<file path="src/rtl/pixel_stream_coord_gen_pkg.sv">
// rtl/pixel_stream_coord_gen_pkg.sv - shared constants and state encoding for pixel_stream_coord_gen
package pixel_stream_coord_gen_pkg;

    localparam int H_ACTIVE_DEF = 640;
    localparam int V_ACTIVE_DEF = 480;
    localparam int COORD_W_DEF  = 10;
    localparam int STAT_W       = 16;

    typedef enum logic {
        WAIT_SOF = 1'b0,
        ACTIVE   = 1'b1
    } state_t;

endpackage

</file>
<file path="src/rtl/sat_counter.sv">
// rtl/sat_counter.sv - parameterised-width saturating counter with increment enable
module sat_counter #(
    parameter int W = 16
) (
    input  logic         clk,
    input  logic         rst_n,
    input  logic         inc,
    output logic [W-1:0] count
);

    always_ff @(posedge clk or negedge rst_n) begin
        if (!rst_n) begin
            count <= '0;
        end else if (inc && (count != {W{1'b1}})) begin
            count <= count + 1'b1;
        end
    end

endmodule

</file>
<file path="src/rtl/pixel_stream_coord_gen.sv">
// rtl/pixel_stream_coord_gen.sv - camera pixel stream to registered (x,y,value) frame-buffer writes
// Statistics counters are built only when PIXEL_STREAM_STATS_EN is defined.
module pixel_stream_coord_gen
    import pixel_stream_coord_gen_pkg::*;
#(
    parameter int H_ACTIVE = H_ACTIVE_DEF,
    parameter int V_ACTIVE = V_ACTIVE_DEF,
    parameter int COORD_W  = COORD_W_DEF
) (
    input  logic               clk,
    input  logic               reset,
    input  logic [7:0]         pix_val,
    input  logic               pix_valid,
    input  logic               pix_sof,
    input  logic               pix_eol,
    input  logic               err_clr,
    output logic [COORD_W-1:0] out_x,
    output logic [COORD_W-1:0] out_y,
    output logic [7:0]         out_val,
    output logic               out_is_val,
    output logic               frame_done,
    output logic               err_sof_early,
    output logic               err_line_long,
    output logic               err_line_short,
    output logic [STAT_W-1:0]  frame_cnt,
    output logic [STAT_W-1:0]  drop_cnt
);

    // One spare bit so x can hold H_ACTIVE (saturation value) even when H_ACTIVE == 2^COORD_W.
    localparam int CW = COORD_W + 1;
    localparam logic [CW-1:0] H_LIM  = CW'(H_ACTIVE);
    localparam logic [CW-1:0] H_LAST = CW'(H_ACTIVE - 1);
    localparam logic [CW-1:0] V_LIM  = CW'(V_ACTIVE);
    localparam logic [CW-1:0] V_LAST = CW'(V_ACTIVE - 1);

    state_t        state_q, state_d;
    logic [CW-1:0] x_q, x_d, y_q, y_d, cx, cy;
    logic          take, emit, drop, fd, set_sof, set_long, set_short;

    always_comb begin
        state_d   = state_q;
        x_d       = x_q;
        y_d       = y_q;
        cx        = x_q;
        cy        = y_q;
        emit      = 1'b0;
        drop      = 1'b0;
        fd        = 1'b0;
        set_sof   = 1'b0;
        set_long  = 1'b0;
        set_short = 1'b0;
        take      = pix_valid && (pix_sof || (state_q == ACTIVE));
        if (take) begin
            if (pix_sof) begin
                cx      = '0;
                cy      = '0;
                state_d = ACTIVE;
                set_sof = (state_q == ACTIVE);
            end
            emit     = (cx < H_LIM) && (cy < V_LIM);
            drop     = !emit;
            set_long = drop;
            if (pix_eol) begin
                set_short = (cx < H_LAST);
                x_d       = '0;
                if (cy == V_LAST) begin
                    y_d     = '0;
                    state_d = WAIT_SOF;
                    fd      = 1'b1;
                end else begin
                    y_d = cy + 1'b1;
                end
            end else begin
                x_d = (cx >= H_LIM) ? H_LIM : cx + 1'b1;
                y_d = cy;
            end
        end
    end

    always_ff @(posedge clk or negedge reset) begin
        if (!reset) begin
            state_q        <= WAIT_SOF;
            x_q            <= '0;
            y_q            <= '0;
            out_x          <= '0;
            out_y          <= '0;
            out_val        <= '0;
            out_is_val     <= 1'b0;
            frame_done     <= 1'b0;
            err_sof_early  <= 1'b0;
            err_line_long  <= 1'b0;
            err_line_short <= 1'b0;
        end else begin
            state_q    <= state_d;
            x_q        <= x_d;
            y_q        <= y_d;
            out_is_val <= emit;
            frame_done <= fd;
            if (emit) begin
                out_x   <= cx[COORD_W-1:0];
                out_y   <= cy[COORD_W-1:0];
                out_val <= pix_val;
            end
            // A same-cycle set wins over err_clr.
            err_sof_early  <= (err_sof_early  && !err_clr) || set_sof;
            err_line_long  <= (err_line_long  && !err_clr) || set_long;
            err_line_short <= (err_line_short && !err_clr) || set_short;
        end
    end

`ifdef PIXEL_STREAM_STATS_EN
    sat_counter #(.W(STAT_W)) u_frame_cnt (
        .clk   (clk),
        .rst_n (reset),
        .inc   (fd),
        .count (frame_cnt)
    );

    sat_counter #(.W(STAT_W)) u_drop_cnt (
        .clk   (clk),
        .rst_n (reset),
        .inc   (drop),
        .count (drop_cnt)
    );
`else
    assign frame_cnt = '0;
    assign drop_cnt  = '0;
`endif

endmodule

</file>
<file path="config.mk">
export PLATFORM = sky130hd
export DESIGN_NAME = pixel_stream_coord_gen
export DESIGN_NICKNAME = d
export VERILOG_FILES = /design/src/rtl/pixel_stream_coord_gen_pkg.sv /design/src/rtl/sat_counter.sv /design/src/rtl/pixel_stream_coord_gen.sv
export SDC_FILE = /design/constraint.sdc
export NUM_CORES = 1
export LEC_CHECK = 0
export ABC_AREA = 1
export BUFFER_PORTS_ARGS = -buffer_cell sky130_fd_sc_hd__buf_2
export CORE_MARGIN = 2
export CORE_UTILIZATION = 45
export DETAILED_ROUTE_END_ITERATION = 8
export PLACE_DENSITY = 0.7
export SYNTH_ARGS = -nofsm -noshare
export SYNTH_HDL_FRONTEND = slang
export SYNTH_SLANG_ARGS = --single-unit
</file>
<file path="constraint.sdc">
create_clock -name clk -period 1.71 [get_ports clk]
set_input_delay 0.342 -clock clk [delete_from_list [all_inputs] [get_ports clk]]
set_output_delay 0.342 -clock clk [all_outputs]
set_load 0.005 [all_outputs]
</file>
## After elaboration in Yosys (flattened, before gate mapping)

Cells that the tools add are included.

| operators by class | value |
|---|---|
| add/subtract/negate cells | 2 |
| $mul | 0 |
| divide/modulo/power cells | 0 |
| $lt $le $gt $ge | 4 |
| eq/ne operators | 1 |
| shift operators | 0 |
| mux-type cells | 22 |
| bitwise gates (word level) | 0 |
| reduce and logical (&&, ||, !) cells | 11 |

Operator list:

| kind | count |
|---|---|
| 11-bit 2-to-1 mux | 8 |
| 11-bit by 1-bit adder with 11-bit output, second input constant | 2 |
| 11-bit by 10-bit < comparator with 1-bit output, second input constant | 2 |
| 10-bit 2-to-1 mux | 2 |
| 1-bit 2-to-1 mux | 12 |
| 11-bit by 9-bit == test with 1-bit output, second input constant | 1 |
| 11-bit by 10-bit >= comparator with 1-bit output, second input constant | 1 |
| 11-bit by 9-bit < comparator with 1-bit output, second input constant | 1 |
| 1-bit logical AND | 5 |
| 1-bit logical OR | 4 |
| 1-bit zero test | 2 |

| storage, ports and cells | value |
|---|---|
| bits in registers | 56 |
| bits in latches | 0 |
| memory bits (writable) | 0 |
| memory bits (read-only) | 0 |
| output and inout port bits | 65 |
| word-level logic and storage cells | 51 |
| memories kept | 0 |

## Longest topological paths before layout

| logic depth | value |
|---|---|
| depth after elaboration | 8 |
| mapped depth | 13 |
| gate-level depth less buffers | 11 |

## Worst setup path after synthesis

No wires, ideal clock.

| path | value |
|---|---|
| kind | input-to-reg |
| start point | in pix_sof |
| end point | reg y_q[10] |
| arrival time | 1.488 ns |
| slack | 0.105 ns |
| stages on the path | 12 |
| buffers on the path | 1 |
| path through | inv_2 buf_6 nand2_1 inv_1 ha_1 nand2_1 nor2_1 nand3_1 nor2_1 nand3_1 nand3_1 nand2_1 |

| on the way | value |
|---|---|
| longest elaborated chain between the ends | 5 |
| elaborated cells on any way between the ends | 8 |
| those cells by class | 1 x add/sub; 1 x eq/ne; 4 x mux; 2 x reduce/logical |

RTL lines:

| element | RTL line | text |
|---|---|---|
| start: declaration | pixel_stream_coord_gen.sv:14 | `input logic pix_sof,` |
| 11-bit 2-to-1 mux | pixel_stream_coord_gen.sv:54 | `if (pix_sof) begin` |
| 11-bit 2-to-1 mux | pixel_stream_coord_gen.sv:53 | `if (take) begin` |
| 11-bit by 1-bit adder with 11-bit output / 11-bit by 9-bit == test with 1-bit output (equally long branches) | pixel_stream_coord_gen.sv:71, pixel_stream_coord_gen.sv:66 |  |
| 11-bit 2-to-1 mux | pixel_stream_coord_gen.sv:66 | `if (cy == V_LAST) begin` |
| 11-bit 2-to-1 mux | pixel_stream_coord_gen.sv:63 | `if (pix_eol) begin` |
| end signal: assignment | pixel_stream_coord_gen.sv:96 | `y_q <= y_d;` |
| end: declaration | pixel_stream_coord_gen.sv:37 | `logic [CW-1:0] x_q, x_d, y_q, y_d, cx, cy;` |

Parallel ways exist; a longest one is shown, timed or not. The select of a mux whose other input is x is not followed.
A chain may end at the register's enable or synchronous reset.

## Final worst setup path

| path | value |
|---|---|
| start point | reg y_q[1] |
| end point | reg y_q[4] |

| on the way | value |
|---|---|
| longest elaborated chain between the ends | 5 |
| elaborated cells on any way between the ends | 6 |
| those cells by class | 1 x add/sub; 1 x eq/ne; 4 x mux |

RTL lines:

| element | RTL line |
|---|---|
| 11-bit 2-to-1 mux * | pixel_stream_coord_gen.sv:54 |
| 11-bit 2-to-1 mux * | pixel_stream_coord_gen.sv:53 |
| 11-bit by 1-bit adder with 11-bit output / 11-bit by 9-bit == test with 1-bit output (equally long branches) | pixel_stream_coord_gen.sv:71, pixel_stream_coord_gen.sv:66 |
| 11-bit 2-to-1 mux * | pixel_stream_coord_gen.sv:66 |
| 11-bit 2-to-1 mux * | pixel_stream_coord_gen.sv:63 |

Every way passes the cells marked *; elsewhere a longest branch is shown, timed or not. The select of a mux whose other input is x is not followed.

==> results.yml <==
clock_tree:
  cts-hold-fix-buffers: 0
  tritoncts: "yes"
  h-tree-depth: 2
  cts-root-buf: "clkbuf_8"
  cts_made_buffers: 5
  cts.reportedPaths.clkPinSlew_ps: 100
  clock_sinks: 56
  cts_buffer_depth: 2
  cts_setup_buffers: 0
  clkLatencyLatePin_ps: 310
timing:
  period_share_pct: 91.6
  setup_slack_ps: 143
  maxSlewViolCount: 0
  setup_viol: 0
  hold_viol: 0
  fin_skew_ps: 6.63
  layout_min_cycle_time_ps: 1570
  finalSetupTns_ps: 0
  timing.hold.ws_ps: 15.1
  max_freq_mhz: 638
place:
  placed_cell_area_sq_um: 3410
  placedCellCount: 525
  pre_cts_slack_ps: -109
  port_buffers: 46
  dp_hpwl_mm: 4.74
  gp_congestion: 0.846
yosys:
  synth_largest_area_cell: "dfrtp_1"
  synth-xor-area-share_pct: 2.32
  synth.top_cell.area_share_pct: 46.4
  syn_inst: 383
  synthTopCellsByArea: "dfrtp_1 (46%), nand2_1 (17%), buf_4 (8.5%)"
  synth_area_sq_um: 3020
  synth_top_family_by_area: "simple AND/OR/NAND/NOR gates"
  synthAdderAreaFrac_pct: 0.829
  synth_mux_area_share_pct: 0
  syn_area_per_cell_sq_um: 7.88
  yosys_warnings: 0
  synth_seq_cells: 56
  netlist-cell-type-count: 30
  yosysSeqAreaShare_pct: 46.4
  yosys.area_share.simple_pct: 28.4
  synth-compound-area-share_pct: 6.05
layout:
  drive_gt1_share_pct: 23.5
  utilization_pct: 55.7
  num_antenna_cells: 0
  nets: 471
  final_common_cell: "nand2_1"
  finalNonFillerCells: 533
  area_growth_syn_to_layout_pct: 18.5
  layout_common_cells: "nand2_1 (134), dfrtp_1 (56), buf_2 (46)"
  final_cell_area_sq_um: 3580
route:
  route.vias.total: 2551
  post-route-drc-count: 0
  wire_per_inst_microns: 12.4
  dr.pass1.iters: 4
  postRouteWirelength_mm: 6.62
  vias_per_cell: 4.79
  ant_nets: 0
  drt_iter0_drc: 148
setup_path:
  critPathCapture: "y_q[4]"
  critPathKind: "reg2reg"
  cp_num_buf_inv: 2
  cpMaxStageDelayCell: "dfrtp_1"
  critPathTopFamily: "simple AND/OR/NAND/NOR gates"
  cp_max_fo: 3
  critPathLaunch: "y_q[1]"
  reg2reg_depth: 9
  ff2ff_setup_slack_ps: 140
  r2r_start: "y_q[1]"
  critPathArrivalTime_ps: 1810
  critPathMaxStageDelay_ps: 390
  path_cells: "inv_1 > nor2_4 > ha_2 > nand2_1 > nor2_4 > buf_4 > nand2_1 > xor2_1 > o21ai_0"
  rr_endpoint: "y_q[4]"
  cp.depth: 9
  crit_path_end_kind: "flop"
  required_ps: 1960
  startpoint_type: "flop"
worst_hold_path:
  hp-class: "in2async"
floorplanning:
  die_h_microns: 85.9
  die_w_microns: 85.9
  dieArea_sq_um: 7380
  io_pins: 79
  core_sq_um: 6420
  start_util_pct: 47.0
  fp-row-count: 29
global_routing:
  grt_max_degree: 57
  grt_antenna_before_repair: 0
  grt_overflow: 0
  grtUsageMet2_pct: 28.3
  groute.usage.overall_pct: 18.8
  top_usage_layer: "met2"
  grt_use_met1_pct: 26.8
  grt_pass1_vias: 2401
  grtUsageMet3_pct: 3.85
  grt_pass1_wl_mm: 11.1
power:
  p_clk_share_pct: 34.5
  swShare_pct: 25.2
  switchingPower_uw: 692
  p_int_mw: 2.05
  total_power_mw: 2.75
  ir_worst_vdd_mv: 0.408
  pwr-share-seq_pct: 51.7
  p_leak_nw: 1.96
  p_per_area_nw_per_um2: 768
  power_frac_comb_pct: 13.7
run_status:
  status: "finished clean"
job:
  cap_viol_max_count: 0
## cell type report
type | instances | area [sq um]
Multi-Input combinational cell | 276 | 1290
Timing Repair Buffer | 76 | 505
Clock buffer | 7 | 96.3
Tap cell | 77 | 96.3
Inverter | 40 | 153
Fill cell | 605 | 2850
Clock inverter | 1 | 30.0
Sequential cell | 56 | 1400
## worst min-delay path by stage
stage	from	to	depth (start not counted)
floorplan	reset	err_line_long	0
global placement	reset	out_x[6]	2
detailed placement	reset	out_x[6]	2
CTS	reset	err_line_short	2
global route	reset	out_val[1]	2
finish	reset	x_q[3]	2
## logic make-up after synthesis
| family | count (synthesis) |
|---|---|
| fa+ha+maj | 2 |
| xor+xnor | 8 |
| flops | 56 |
| other cells | 1 |
| compound gates | 30 |
| simple gates | 204 |
| buf+inv | 82 |
## sequential cells by signal (all words and copies together) (netlist names)
name / count
x_q: 11
y_q: 11
out_x: 10
out_y: 10
out_val: 8
err_line_long: 1
err_line_short: 1
err_sof_early: 1
frame_done: 1
out_is_val: 1
state_q: 1
## worst reg2reg max path, delay by kind of cell (launching register included)
kind,cells,cell delay (ps)
buffers and inverters,2,220
xor gates and xnor gates,1,140
and+or+nand+nor,4,400
AOI/OAI and AO/OA,1,140
adders and majority gates,1,220
DFF,1,390
## synth_stat cells
cell,number
clkbuf_1,1
dfrtp_1,56
buf_4,34
conb_1,1
nand4_1,2
xor2_1,5
buf_6,5
inv_4,1
a31oi_1,1
ha_1,2
a21oi_1,1
nand2_4,3
nor2_2,2
o32ai_1,1
nor2_1,33
nor2_8,1
o21ai_1,2
o21ai_0,12
xnor2_1,3
nor3_1,2
buf_2,2
inv_2,3
nand3_1,20
o31ai_1,1
o22ai_1,11
nand2_1,135
nand2_2,5
a21oi_4,1
inv_1,36
nand3b_1,1
## per-layer routing
layer | routed length (microns) | vias up
met5 | 0 | -
met4 | 109 | 0
li1 | - | 1262
met1 | 3080 | 1176
met2 | 2980 | 106
met3 | 452 | 7
## power groups by stage
stage / logic (mW) / registers (mW) / clock network (mW)
2_1_floorplan: 0.241 / 1.45 / 0
3_3_place_gp: 0.362 / 1.45 / 0
3_5_place_dp: 0.374 / 1.44 / 0
4_1_cts: 0.374 / 1.42 / 0.964
5_1_grt: 0.423 / 1.43 / 1.03
6_report: 0.377 / 1.42 / 0.948
## timing repair
| item | 4_1_cts | 5_1_grt |
|---|---|---|
| pin swaps | 0 | 1 |
| setup endpoints to repair | 1 | 20 |
| resized for setup | 1 | 9 |
Power figures use the tool's default switching activity.
